### src/rtl/mem_port_arbiter.sv
// Arbitrates the single unified memory bus between instruction fetch and the
// MEM stage, sequencing each transfer through IDLE/FETCH/DATA/RESP.
module mem_port_arbiter #(
    parameter int AW      = 32,
    parameter int DW      = 32,
    parameter int TIMEOUT = 16
) (
    input  logic              clk,
    input  logic              rst,
    input  logic              if_req,
    input  logic [AW-1:0]     if_addr,
    input  logic              if_flush,
    output logic [DW-1:0]     if_rdata,
    output logic              if_valid,
    input  logic              mem_rd,
    input  logic              mem_wr,
    input  logic [AW-1:0]     mem_addr,
    input  logic [DW-1:0]     mem_wdata,
    input  logic [DW/8-1:0]   mem_be,
    output logic [DW-1:0]     mem_rdata,
    output logic              mem_done,
    output logic              stall_if,
    output logic              stall_mem,
    output logic              bus_req,
    output logic              bus_we,
    output logic [AW-1:0]     bus_addr,
    output logic [DW-1:0]     bus_wdata,
    output logic [DW/8-1:0]   bus_be,
    input  logic              bus_ack,
    input  logic [DW-1:0]     bus_rdata,
    output logic              bus_err
);

    localparam logic [1:0] S_IDLE  = 2'd0;
    localparam logic [1:0] S_FETCH = 2'd1;
    localparam logic [1:0] S_DATA  = 2'd2;
    localparam logic [1:0] S_RESP  = 2'd3;

    localparam logic [7:0] TMO_LAST = 8'(TIMEOUT - 1);

    logic [1:0]      state_q, state_d;
    logic            bus_req_q, bus_req_d;
    logic            bus_we_q, bus_we_d;
    logic [AW-1:0]   bus_addr_q, bus_addr_d;
    logic [DW-1:0]   bus_wdata_q, bus_wdata_d;
    logic [DW/8-1:0] bus_be_q, bus_be_d;
    logic [DW-1:0]   if_rdata_q, if_rdata_d;
    logic [DW-1:0]   mem_rdata_q, mem_rdata_d;
    logic            drop_q, drop_d;
    logic            resp_fetch_q, resp_fetch_d;
    logic            bus_err_q, bus_err_d;
    logic [7:0]      tmo_q, tmo_d;
    logic            mem_any;

    assign mem_any = mem_rd | mem_wr;

    always_comb begin
        state_d      = state_q;
        bus_req_d    = bus_req_q;
        bus_we_d     = bus_we_q;
        bus_addr_d   = bus_addr_q;
        bus_wdata_d  = bus_wdata_q;
        bus_be_d     = bus_be_q;
        if_rdata_d   = if_rdata_q;
        mem_rdata_d  = mem_rdata_q;
        drop_d       = drop_q;
        resp_fetch_d = resp_fetch_q;
        bus_err_d    = bus_err_q;
        tmo_d        = tmo_q;

        case (state_q)
            S_IDLE: begin
                // MEM is the older instruction, so it always wins the bus.
                if (mem_any) begin
                    state_d      = S_DATA;
                    bus_req_d    = 1'b1;
                    bus_we_d     = mem_wr;
                    bus_addr_d   = mem_addr;
                    bus_wdata_d  = mem_wdata;
                    bus_be_d     = mem_wr ? mem_be : '1;
                    resp_fetch_d = 1'b0;
                    drop_d       = 1'b0;
                    tmo_d        = '0;
                end else if (if_req && !if_flush) begin
                    state_d      = S_FETCH;
                    bus_req_d    = 1'b1;
                    bus_we_d     = 1'b0;
                    bus_addr_d   = if_addr;
                    bus_be_d     = '1;
                    resp_fetch_d = 1'b1;
                    drop_d       = 1'b0;
                    tmo_d        = '0;
                end
            end
            S_FETCH, S_DATA: begin
                if (state_q == S_FETCH && if_flush) begin
                    drop_d = 1'b1;
                end
                if (bus_ack) begin
                    bus_req_d = 1'b0;
                    state_d   = S_RESP;
                    if (state_q == S_FETCH) begin
                        if_rdata_d = bus_rdata;
                    end else if (!bus_we_q) begin
                        mem_rdata_d = bus_rdata;
                    end
                end else if (tmo_q == TMO_LAST) begin
                    // Abort still walks through RESP so the waiting stage is released.
                    bus_req_d = 1'b0;
                    bus_err_d = 1'b1;
                    state_d   = S_RESP;
                    if (state_q == S_FETCH) begin
                        if_rdata_d = '0;
                    end else if (!bus_we_q) begin
                        mem_rdata_d = '0;
                    end
                end else begin
                    tmo_d = tmo_q + 8'd1;
                end
            end
            default: begin
                drop_d  = 1'b0;
                state_d = S_IDLE;
            end
        endcase
    end

    always_ff @(posedge clk or posedge rst) begin
        if (rst) begin
            state_q      <= S_IDLE;
            bus_req_q    <= 1'b0;
            bus_we_q     <= 1'b0;
            bus_addr_q   <= '0;
            bus_wdata_q  <= '0;
            bus_be_q     <= '0;
            if_rdata_q   <= '0;
            mem_rdata_q  <= '0;
            drop_q       <= 1'b0;
            resp_fetch_q <= 1'b0;
            bus_err_q    <= 1'b0;
            tmo_q        <= '0;
        end else begin
            state_q      <= state_d;
            bus_req_q    <= bus_req_d;
            bus_we_q     <= bus_we_d;
            bus_addr_q   <= bus_addr_d;
            bus_wdata_q  <= bus_wdata_d;
            bus_be_q     <= bus_be_d;
            if_rdata_q   <= if_rdata_d;
            mem_rdata_q  <= mem_rdata_d;
            drop_q       <= drop_d;
            resp_fetch_q <= resp_fetch_d;
            bus_err_q    <= bus_err_d;
            tmo_q        <= tmo_d;
        end
    end

    assign if_valid  = (state_q == S_RESP) && resp_fetch_q && !drop_q && !if_flush;
    assign mem_done  = (state_q == S_RESP) && !resp_fetch_q;
    assign stall_mem = mem_any & ~mem_done;
    assign stall_if  = (if_req & ~if_valid) | stall_mem;

    assign if_rdata  = if_rdata_q;
    assign mem_rdata = mem_rdata_q;
    assign bus_req   = bus_req_q;
    assign bus_we    = bus_we_q;
    assign bus_addr  = bus_addr_q;
    assign bus_wdata = bus_wdata_q;
    assign bus_be    = bus_be_q;
    assign bus_err   = bus_err_q;

endmodule

### config.mk
export PLATFORM = sky130hd
export DESIGN_NAME = mem_port_arbiter
export DESIGN_NICKNAME = d
export VERILOG_FILES = /design/src/rtl/mem_port_arbiter.sv
export SDC_FILE = /design/constraint.sdc
export NUM_CORES = 1
export LEC_CHECK = 0
export CORE_MARGIN = 2
export CORE_UTILIZATION = 35
export CTS_CLUSTER_DIAMETER = 200
export CTS_CLUSTER_SIZE = 14
export DETAILED_ROUTE_END_ITERATION = 12
export GPL_ROUTABILITY_DRIVEN = 0
export GPL_TIMING_DRIVEN = 0
export HOLD_SLACK_MARGIN = 0.15
export PLACE_DENSITY_LB_ADDON = 0.3
export SETUP_SLACK_MARGIN = 0.3
export SYNTH_ARGS = -nofsm -noshare
export SYNTH_HDL_FRONTEND = slang
export SYNTH_SLANG_ARGS = --single-unit
### constraint.sdc
create_clock -name clk -period 4.6 [get_ports clk]
set_clock_uncertainty 0.15 [all_clocks]
set_input_delay 0.92 -clock clk [delete_from_list [all_inputs] [get_ports clk]]
set_output_delay 0.92 -clock clk [all_outputs]
set_load 0.02 [all_outputs]
==> flow_summary.yaml <==
logic_synthesis:
  synthCells: 495
  synthesis.nets: 640
  synth_top_area_cell: "dfrtp_1"
  synth.most_common_cell: "dfrtp_1"
  async_flop_share: 1.00
  ys_types: 37
  synth-seq-area-share: 0.573
  ys_top_cells_by_count: "dfrtp_1 (147), mux2_2 (68), nand2_1 (45), o21ai_0 (43), and2_1 (35)"
  synth_warnings: 0
  synth_edf_count: 0
  synth_area_leaders: "dfrtp_1 (57%), mux2_2 (12%), mux2_4 (7.0%)"
  syn-cell-area_um2: 6420
  synth-seq-cells: 147
  syn_area_per_cell_um2: 13.0
  synth_ff_type: "dfrtp_1"
  netlist.area_leader.share: 0.573
grt:
  overflow: 0
  grt_max_degree: 41
  antenna_found_initial: 0
  grt_first_pass_wirelength_mm: 28.8
  grt_pass1_vias: 5399
  track_usage: 0.189
final_layout:
  syn2layout_area_growth_pct: 58.1
  nFillCells: 1474
  register_area_um2: 3680
  instances_no_fill: 1035
  multi_input_area_um2: 2590
  final_nets: 939
  drive_above_1_share: 0.185
  diodes: 0
drt:
  via_per_inst: 4.82
  drt_pre_antenna_iters: 5
  drt_iter0_drc: 158
  num_vias: 4985
  wl_mm: 18.0
  postRouteAntennaNets: 0
  detail_route.wl_per_cell_um: 17.4
  route.detailed.drc: 0
timing:
  rsz0062_at_grt: "no"
  max_freq_mhz: 248
  hold_slack_ps: 330
  max_slew.worst_pin.slew_ps: 771
  period_minus_slack_ps: 4030
  post-route-period-util: 0.876
  setup_tns_ps: 0
  worst_slack_ps: 570
  max-slew-margin-rel: 0.485
  finalHoldViolations: 0
  slew_viol_final: 0
  setup_viol: 0
clocking:
  cts_setup_buffers: 0
  clockRootBuffer: "clkbuf_16"
  clkSinkCount: 147
  tritoncts: "yes"
  htreeDepth: 4
  clock_path_buffers: 2
  cts.clk_slew.worst_paths_ps: 60
  cts_buffers: 17
  clk_latency_ps: 420
critical_path:
  arrival_ps: 2960
  r2r_setup_slack_ps: 2140
  crit_fanout: 10
  required_ps: 3530
  r2r-end: "mem_rdata[23]"
  r2r-start: "state_q[0]"
  worstSetupPathType: "in -> out"
  start_kind: "primary input"
  reg2regPathDepth: 8
  end_kind: "primary output"
pwr:
  cellPowerDensity_nw_per_um2: 714
  total_power_mw: 7.24
  ir_worst_vdd_uv: 468
  p_leak_nw: 4.47
floorplan:
  die_w_um: 139
  die_h_um: 139
  ios: 278
  coreArea_um2: 18000
  initial_utilization: 0.357
  fp-row-count: 49
  dieArea_um2: 19400
min_path:
  hp-start: "bus_addr[20]"
  min_to: "bus_addr[20]"
  hold_depth: 2
  hp-class: "reg -> reg"
place:
  dp_cells: 1004
  pre_cts_ws_ps: 302
  dpl.hpwl_mm: 13.9
  portBuffers: 277
run:
  maxCapViolCount: 0
outcome:
  status: "completed"
==> metrics by stage <==
stage / instance area (µm²) / util
floorplan: 6420 / -
global placement: 9480 / 0.528
detailed placement: 9540 / 0.531
CTS: 10100 / 0.565
global route: 10100 / 0.565
finish: 10100 / 0.565
==> layout make-up <==
cell class | count | area share
Tap cell | 229 | 0.0282
Clock inverter | 14 | 0.0174
Timing Repair Buffer | 280 | 0.279
Sequential cell | 147 | 0.363
Clock buffer | 17 | 0.0419
Multi-Input combinational cell | 316 | 0.255
Inverter | 5 | 0.00222
Buffer | 27 | 0.0132
==> worst max-delay path by stage <==
stage | start | to | slack [ps] | cells past startpoint
after floorplan | if_flush | stall_if | 1490 | 2
after global placement | mem_wr | stall_if | 340 | 6
after detailed placement | mem_wr | stall_if | 300 | 6
after CTS | mem_wr | stall_if | 550 | 6
after global routing | mem_wr | stall_if | 430 | 6
final | mem_wr | stall_if | 570 | 6
==> registers in the layout (all words and copies together) (netlist names) <==
register	cells
bus_addr	32
bus_wdata	32
if_rdata	32
mem_rdata	32
tmo_q	8
bus_be	4
state_q	2
bus_err	1
bus_req	1
bus_we	1
drop_q	1
resp_fetch_q	1
==> layer usage <==
metal,GRT usage,part of all wire
met4,0.0744,0.026
met2,0.319,0.49
met1,0.216,0.40
met3,0.0740,0.092
met5,0,0
==> power by group <==
group | internal [mW] | switching, mW | leakage (nW)
registers | 1.91 | 0.366 | 1.84
logic | 1.83 | 1.72 | 2.33
clock network | 0.858 | 0.561 | 0.296
==> cell usage in the layout (no fill, tap or decap), types with 2 or more instances in the layout <==
cell type	synthesis	routed
nor2_1	5	5
a31o_2	2	2
clkinv_4	0	2
o31ai_1	4	4
o21ai_0	43	43
mux2_4	30	30
nand2_1	45	45
buf_1	6	5
buf_6	3	3
a21oi_1	6	6
dfrtp_1	147	147
and2_1	35	35
nor3_1	2	2
clkinv_2	0	3
or2_2	2	2
nor2b_1	7	7
clkinvlp_4	0	2
buf_12	0	3
mux2i_1	32	32
a31oi_1	2	2
clkbuf_16	0	17
inv_6	0	4
and3_1	4	4
nand2b_1	3	3
buf_2	7	8
bufinv_16	0	3
a22o_1	3	3
clkbuf_1	11	11
inv_1	5	4
nand3_1	5	5
mux2_2	68	68
clkdlybuf4s50_1	0	277
ha_1	6	6
==> worst max-delay path: stages <==
cell             delay, ps
clkdlybuf4s50_1        530
nor2_1                 190
buf_2                  290
buf_2                  330
o22ai_1                120
clkdlybuf4s50_1        590
==> kinds of logic after synthesis <==
kind of cell | Yosys count | synth area share
adder cells (fa/ha/maj) | 6 | 0.0117
buffers and inverters | 32 | 0.0236
AND/OR/NAND/NOR | 113 | 0.0924
AO/OA/AOI/OAI | 67 | 0.0598
flip-flops | 147 | 0.573
multiplexers | 130 | 0.239
==> repair_timing <==
item / in CTS / in global routing
hold buffers: 0 / 0
endpoints found under the setup margin: 1 / 0
gates resized for setup: 1 / 0
No activity file was read; power rests on OpenSTA's default activity.
